===== src/rtl/nibble_serial_adder_ctrl.sv =====
// Nibble-serial adder sequencer: drives one shared 4-bit slice LSN first, chaining carry.
// Optional subtract mode enabled by defining SUB_EN (adds in_sub port).
module nibble_serial_adder_ctrl #(
    parameter int unsigned NIBBLES = 4
) (
    input  logic                   clk,
    input  logic                   rst,
    input  logic                   in_valid,
    output logic                   in_ready,
    input  logic [4*NIBBLES-1:0]   in_a,
    input  logic [4*NIBBLES-1:0]   in_b,
    input  logic                   in_cin,
`ifdef SUB_EN
    input  logic                   in_sub,
`endif
    output logic [3:0]             add_a,
    output logic [3:0]             add_b,
    output logic                   add_cin,
    input  logic [3:0]             add_sum,
    input  logic                   add_cout,
    output logic                   out_valid,
    input  logic                   out_ready,
    output logic [4*NIBBLES-1:0]   out_sum,
    output logic                   out_cout,
    output logic                   busy
);

    localparam int unsigned    W    = 4 * NIBBLES;
    localparam int unsigned    NW   = (NIBBLES > 1) ? $clog2(NIBBLES) : 1;
    localparam logic [NW-1:0]  LAST = NW'(NIBBLES - 1);

    typedef enum logic [1:0] {IDLE, RUN, DONE} state_e;

    state_e          state_q;
    logic [W-1:0]    a_q, b_q, sum_q;
    logic [NW-1:0]   nib_q, nib_d;
    logic            carry_q, cout_q, cin_d;
    logic [3:0]      a_nib, b_nib;
    logic            run;

`ifdef SUB_EN
    logic            sub_q;
    // Subtraction is A + ~B + 1, so the first carry is forced high.
    assign cin_d = in_sub | in_cin;
`else
    assign cin_d = in_cin;
`endif

    assign nib_d = nib_q + NW'(1);
    assign run   = (state_q == RUN);
    assign a_nib = a_q[4*nib_q +: 4];
    assign b_nib = b_q[4*nib_q +: 4];

    always_ff @(posedge clk) begin
        if (rst) begin
            state_q <= IDLE;
            nib_q   <= '0;
            carry_q <= 1'b0;
            sum_q   <= '0;
            cout_q  <= 1'b0;
        end else begin
            unique case (state_q)
                IDLE: begin
                    if (in_valid) begin
                        a_q     <= in_a;
                        b_q     <= in_b;
                        carry_q <= cin_d;
                        nib_q   <= '0;
                        state_q <= RUN;
`ifdef SUB_EN
                        sub_q   <= in_sub;
`endif
                    end
                end
                RUN: begin
                    sum_q[4*nib_q +: 4] <= add_sum;
                    carry_q             <= add_cout;
                    if (nib_q == LAST) begin
                        cout_q  <= add_cout;
                        nib_q   <= '0;
                        state_q <= DONE;
                    end else begin
                        nib_q <= nib_d;
                    end
                end
                DONE: begin
                    if (out_ready) state_q <= IDLE;
                end
                default: state_q <= IDLE;
            endcase
        end
    end

    assign in_ready  = (state_q == IDLE) && !rst;
    assign out_valid = (state_q == DONE);
    assign busy      = (state_q != IDLE);
    assign out_sum   = sum_q;
    assign out_cout  = cout_q;

    assign add_a   = run ? a_nib : '0;
    assign add_cin = run & carry_q;
`ifdef SUB_EN
    assign add_b   = run ? (b_nib ^ {4{sub_q}}) : '0;
`else
    assign add_b   = run ? b_nib : '0;
`endif

endmodule


===== config.mk =====
export PLATFORM = sky130hd
export DESIGN_NAME = nibble_serial_adder_ctrl
export DESIGN_NICKNAME = d
export VERILOG_FILES = /design/src/rtl/nibble_serial_adder_ctrl.sv
export SDC_FILE = /design/constraint.sdc
export NUM_CORES = 1
export LEC_CHECK = 0
export ABC_AREA = 1
export BUFFER_PORTS_ARGS = -buffer_cell sky130_fd_sc_hd__buf_4
export CAP_MARGIN = 20
export CORE_ASPECT_RATIO = 1.4
export CORE_MARGIN = 10
export CORE_UTILIZATION = 47
export CTS_BUF_LIST = sky130_fd_sc_hd__clkbuf_8
export DETAILED_ROUTE_END_ITERATION = 16
export MAX_ROUTING_LAYER = met4
export PLACE_DENSITY = 0.75
export SLEW_MARGIN = 5
export SYNTH_ARGS = -nofsm -noshare
export SYNTH_HDL_FRONTEND = slang
export SYNTH_SLANG_ARGS = --single-unit

===== constraint.sdc =====
create_clock -name clk -period 7.5 [get_ports clk]
set_clock_uncertainty 0.15 [all_clocks]
set_input_delay 0.375 -clock clk [delete_from_list [all_inputs] [get_ports clk]]
set_output_delay 0.375 -clock clk [all_outputs]
set_load 0.005 [all_outputs]

==> flow_metrics.py <==
metrics = {
    "drt": {
        "wl_per_cell_um": 13.9,
        "wirelength_um": 5100,
        "dr.first_iter.drc_count": 159,
        "num_vias": 1782,
        "vias_per_cell": 4.84,
        "dr.pass1.iters": 4,
        "drc": 0,
        "antenna_left": 0,
    },
    "die": {
        "core_area_sq_mm": 0.00457,
        "die_w_um": 78.3,
        "initial_utilization_pct": 48.9,
        "die_area_sq_mm": 0.00796,
        "fp-row-count": 29,
        "dieHeight_um": 102,
        "io_pins": 71,
    },
    "grt": {
        "grt_pass1_vias": 1886,
        "track_usage_pct": 13.8,
        "grt_max_degree": 33,
        "grt_pass1_wl_um": 8630,
        "grt_overflow_total": 0,
        "antenna_found_initial": 0,
    },
    "power_and_ir_drop": {
        "p_clk_share_pct": 30.4,
        "p_comb_share_pct": 14.5,
        "p_int_w": 0.000466,
        "p_sw_share_pct": 23.8,
        "peakVddDrop_v": 0.000147,
        "net-switching-power_w": 0.000146,
        "p_leak_nw": 1.20,
        "p_seq_share_pct": 55.1,
        "power.density_mw_per_mm2": 211,
    },
    "yosys": {
        "synth_seq_cells": 54,
        "syn-cell-area_sq_mm": 0.00224,
        "synth_nets": 285,
        "synth_top_cell_area_share_pct": 43.0,
        "synthTopCellsByArea": "edfxtp_1 (43%), dfxtp_1 (20%), nor2_1 (9.2%)",
        "ys_types": 19,
        "synth_cells": 238,
        "yosys.area.top_type": "edfxtp_1",
        "syn_area_per_cell_sq_um": 9.39,
        "ys_seq_area_share_pct": 62.7,
        "yosysWarnings": 0,
    },
    "worst_setup_path": {
        "crit_arrival_ns": 2.57,
        "cp_max_fo": 27,
        "r2r_cells": 6,
        "reg2reg_to": "out_sum[14]$_SDFFE_PP0P_",
        "cp-start-kind": "flip-flop",
        "r2r_start": "nib_q[0]$_SDFFE_PP0P_",
        "worstSetupEndpointType": "flip-flop",
        "required_ns": 7.59,
        "crit_path_start": "nib_q[0]$_SDFFE_PP0P_",
        "path_class": "reg -> reg",
        "reg2reg_slack_ns": 5.02,
    },
    "clocking": {
        "clk_pin_slew_ns": 0.09,
        "cts-buffers-inserted": 5,
        "cts_tree": "done",
        "cts_sinks": 54,
        "cts.repair.resized": 0,
        "ctsRootBufferMaster": "clkbuf_8",
        "worstSkewPairLatency_ns": 0.31,
        "cts_hold_buf": 0,
        "clk_path_buf_depth": 2,
        "htreeDepth": 2,
        "post-cts-setup-buffers": 0,
    },
    "layout": {
        "nFillCells": 402,
        "n_antenna_cell": 0,
        "drive_gt1_share_pct": 27.1,
        "nets": 353,
        "syn2layout_area_growth_pct": 29.9,
        "final_cells": 368,
    },
    "hold_path": {
        "whs_endpoint": "b_q[5]$_DFFE_PP_",
        "hp-start": "in_b[5]",
        "hold_path_depth": 1,
        "hold_path_class": "in -> reg",
    },
    "sta": {
        "slew-limit-headroom_pct": 59.5,
        "layout_worst_path_cycle_share_pct": 33.1,
        "setup_viol": 0,
        "fin_crit_ns": 2.48,
        "finalMaxSlewViolations": 0,
        "hold_violations": 0,
        "worstMarginPinSlew_ns": 0.606,
        "rsz0062_at_grt": "false",
        "fmax_ghz": 0.403,
        "finalSetupTns_ns": 0,
    },
    "status": {
        "outcome": "finished, final reports clean",
    },
    "placed_design": {
        "dpl.hpwl_um": 3920,
        "gp_congestion": 0.865,
        "post-place-cells": 361,
        "port_buffers": 70,
    },
    "job": {
        "drv_cap": 0,
    },
}
==> metal layers <==
metal / global-route usage (%) / up-vias / wire, um
met1: 15.3 / 790 / 2210
met5: - / - / 0
li1: - / 923 / -
met4: 5.12 / 0 / 98
met3: 3.28 / 9 / 232
met2: 23.5 / 60 / 2560
==> synth_stat cells, drive strengths merged <==
cell    count
edfxtp     32
nor2       55
o21ai      22
or2         2
clkinv      1
o22ai       1
dfxtp      22
nand3       5
clkbuf      3
nand2      37
nor3        8
ha          5
a21oi      24
buf         7
inv        14
==> cells by family after synthesis <==
family	after synthesis	share of synthesized area, %
compound gates	47	10.7
fa+ha+maj	5	2.80
buf+inv	25	4.64
flops	54	62.7
simple gates	107	19.1
==> layout make-up <==
class	instances	area [sq um]	share of cell area [%]
Clock inverter	2	33.8	1.16
Multi-Input combinational cell	159	733	25.2
Timing Repair Buffer	71	533	18.4
Inverter	15	56.3	1.94
Clock buffer	5	68.8	2.37
Sequential cell	54	1400	48.3
Tap cell	62	77.6	2.67
==> placed cells by master, fill, tap and decap left out <==
cell / count
a21oi_1: 23
clkbuf_8: 5
nor2_2: 1
clkinv_1: 2
nor2_1: 54
o21ai_0: 22
bufinv_16: 1
buf_4: 71
ha_1: 5
dfxtp_1: 22
inv_2: 1
nor3_1: 7
inv_1: 13
nor3_2: 1
edfxtp_1: 32
or2_2: 2
o22ai_1: 1
nand2_1: 37
a21oi_2: 1
nand3_1: 5
==> sequential cells by signal (all words and copies together) (netlist names) <==
name	flops
a_q	16
b_q	16
out_sum	16
nib_q	2
state_q	2
carry_q	1
out_cout	1
==> how the worst max path moves through the flow <==
| stage | end | cells past startpoint |
|---|---|---|
| after floorplan | a_q[0]$_DFFE_PP_ | 4 |
| after global placement | out_sum[15]$_SDFFE_PP0P_ | 6 |
| after detailed placement | out_sum[14]$_SDFFE_PP0P_ | 6 |
| after CTS | out_sum[14]$_SDFFE_PP0P_ | 6 |
| after global routing | out_sum[15]$_SDFFE_PP0P_ | 6 |
| final | out_sum[14]$_SDFFE_PP0P_ | 6 |
==> power groups by stage <==
stage                     clock (W)  combinational, W  sequential (W)
after floorplan                   0         0.0000524        0.000340
after global placement            0         0.0000872        0.000344
after detailed placement          0         0.0000888        0.000344
after CTS                  0.000189         0.0000896        0.000337
after global routing       0.000205          0.000101        0.000339
final                      0.000186         0.0000888        0.000337
==> metrics by stage <==
| step | setup slack [ns] | util [%] | hold slack [ns] | cell area, sq um | total power (W) |
|---|---|---|---|---|---|
| CTS | 5.02 | 63.5 | 0.0861 | 2900 | 0.000616 |
| detailed placement | 5.05 | 61.3 | 0.306 | 2800 | 0.000433 |
| floorplan | 4.81 | - | 0.312 | 2240 | 0.000392 |
| global placement | 5.13 | 61.3 | 0.304 | 2800 | 0.000431 |
| finish | 5.02 | 63.5 | 0.0871 | 2900 | 0.000612 |
| global route | 4.83 | 63.5 | 0.0734 | 2900 | 0.000645 |
==> critical path, cell delays in order, from the launching register on <==
cell and delay, ns:
dfxtp_1 0.72, inv_2 0.33, ha_1 0.47, or2_2 0.30, nor2_1 0.21, nand2_1 0.09
a21oi_1 0.13
(Power assumes the default switching activity.)
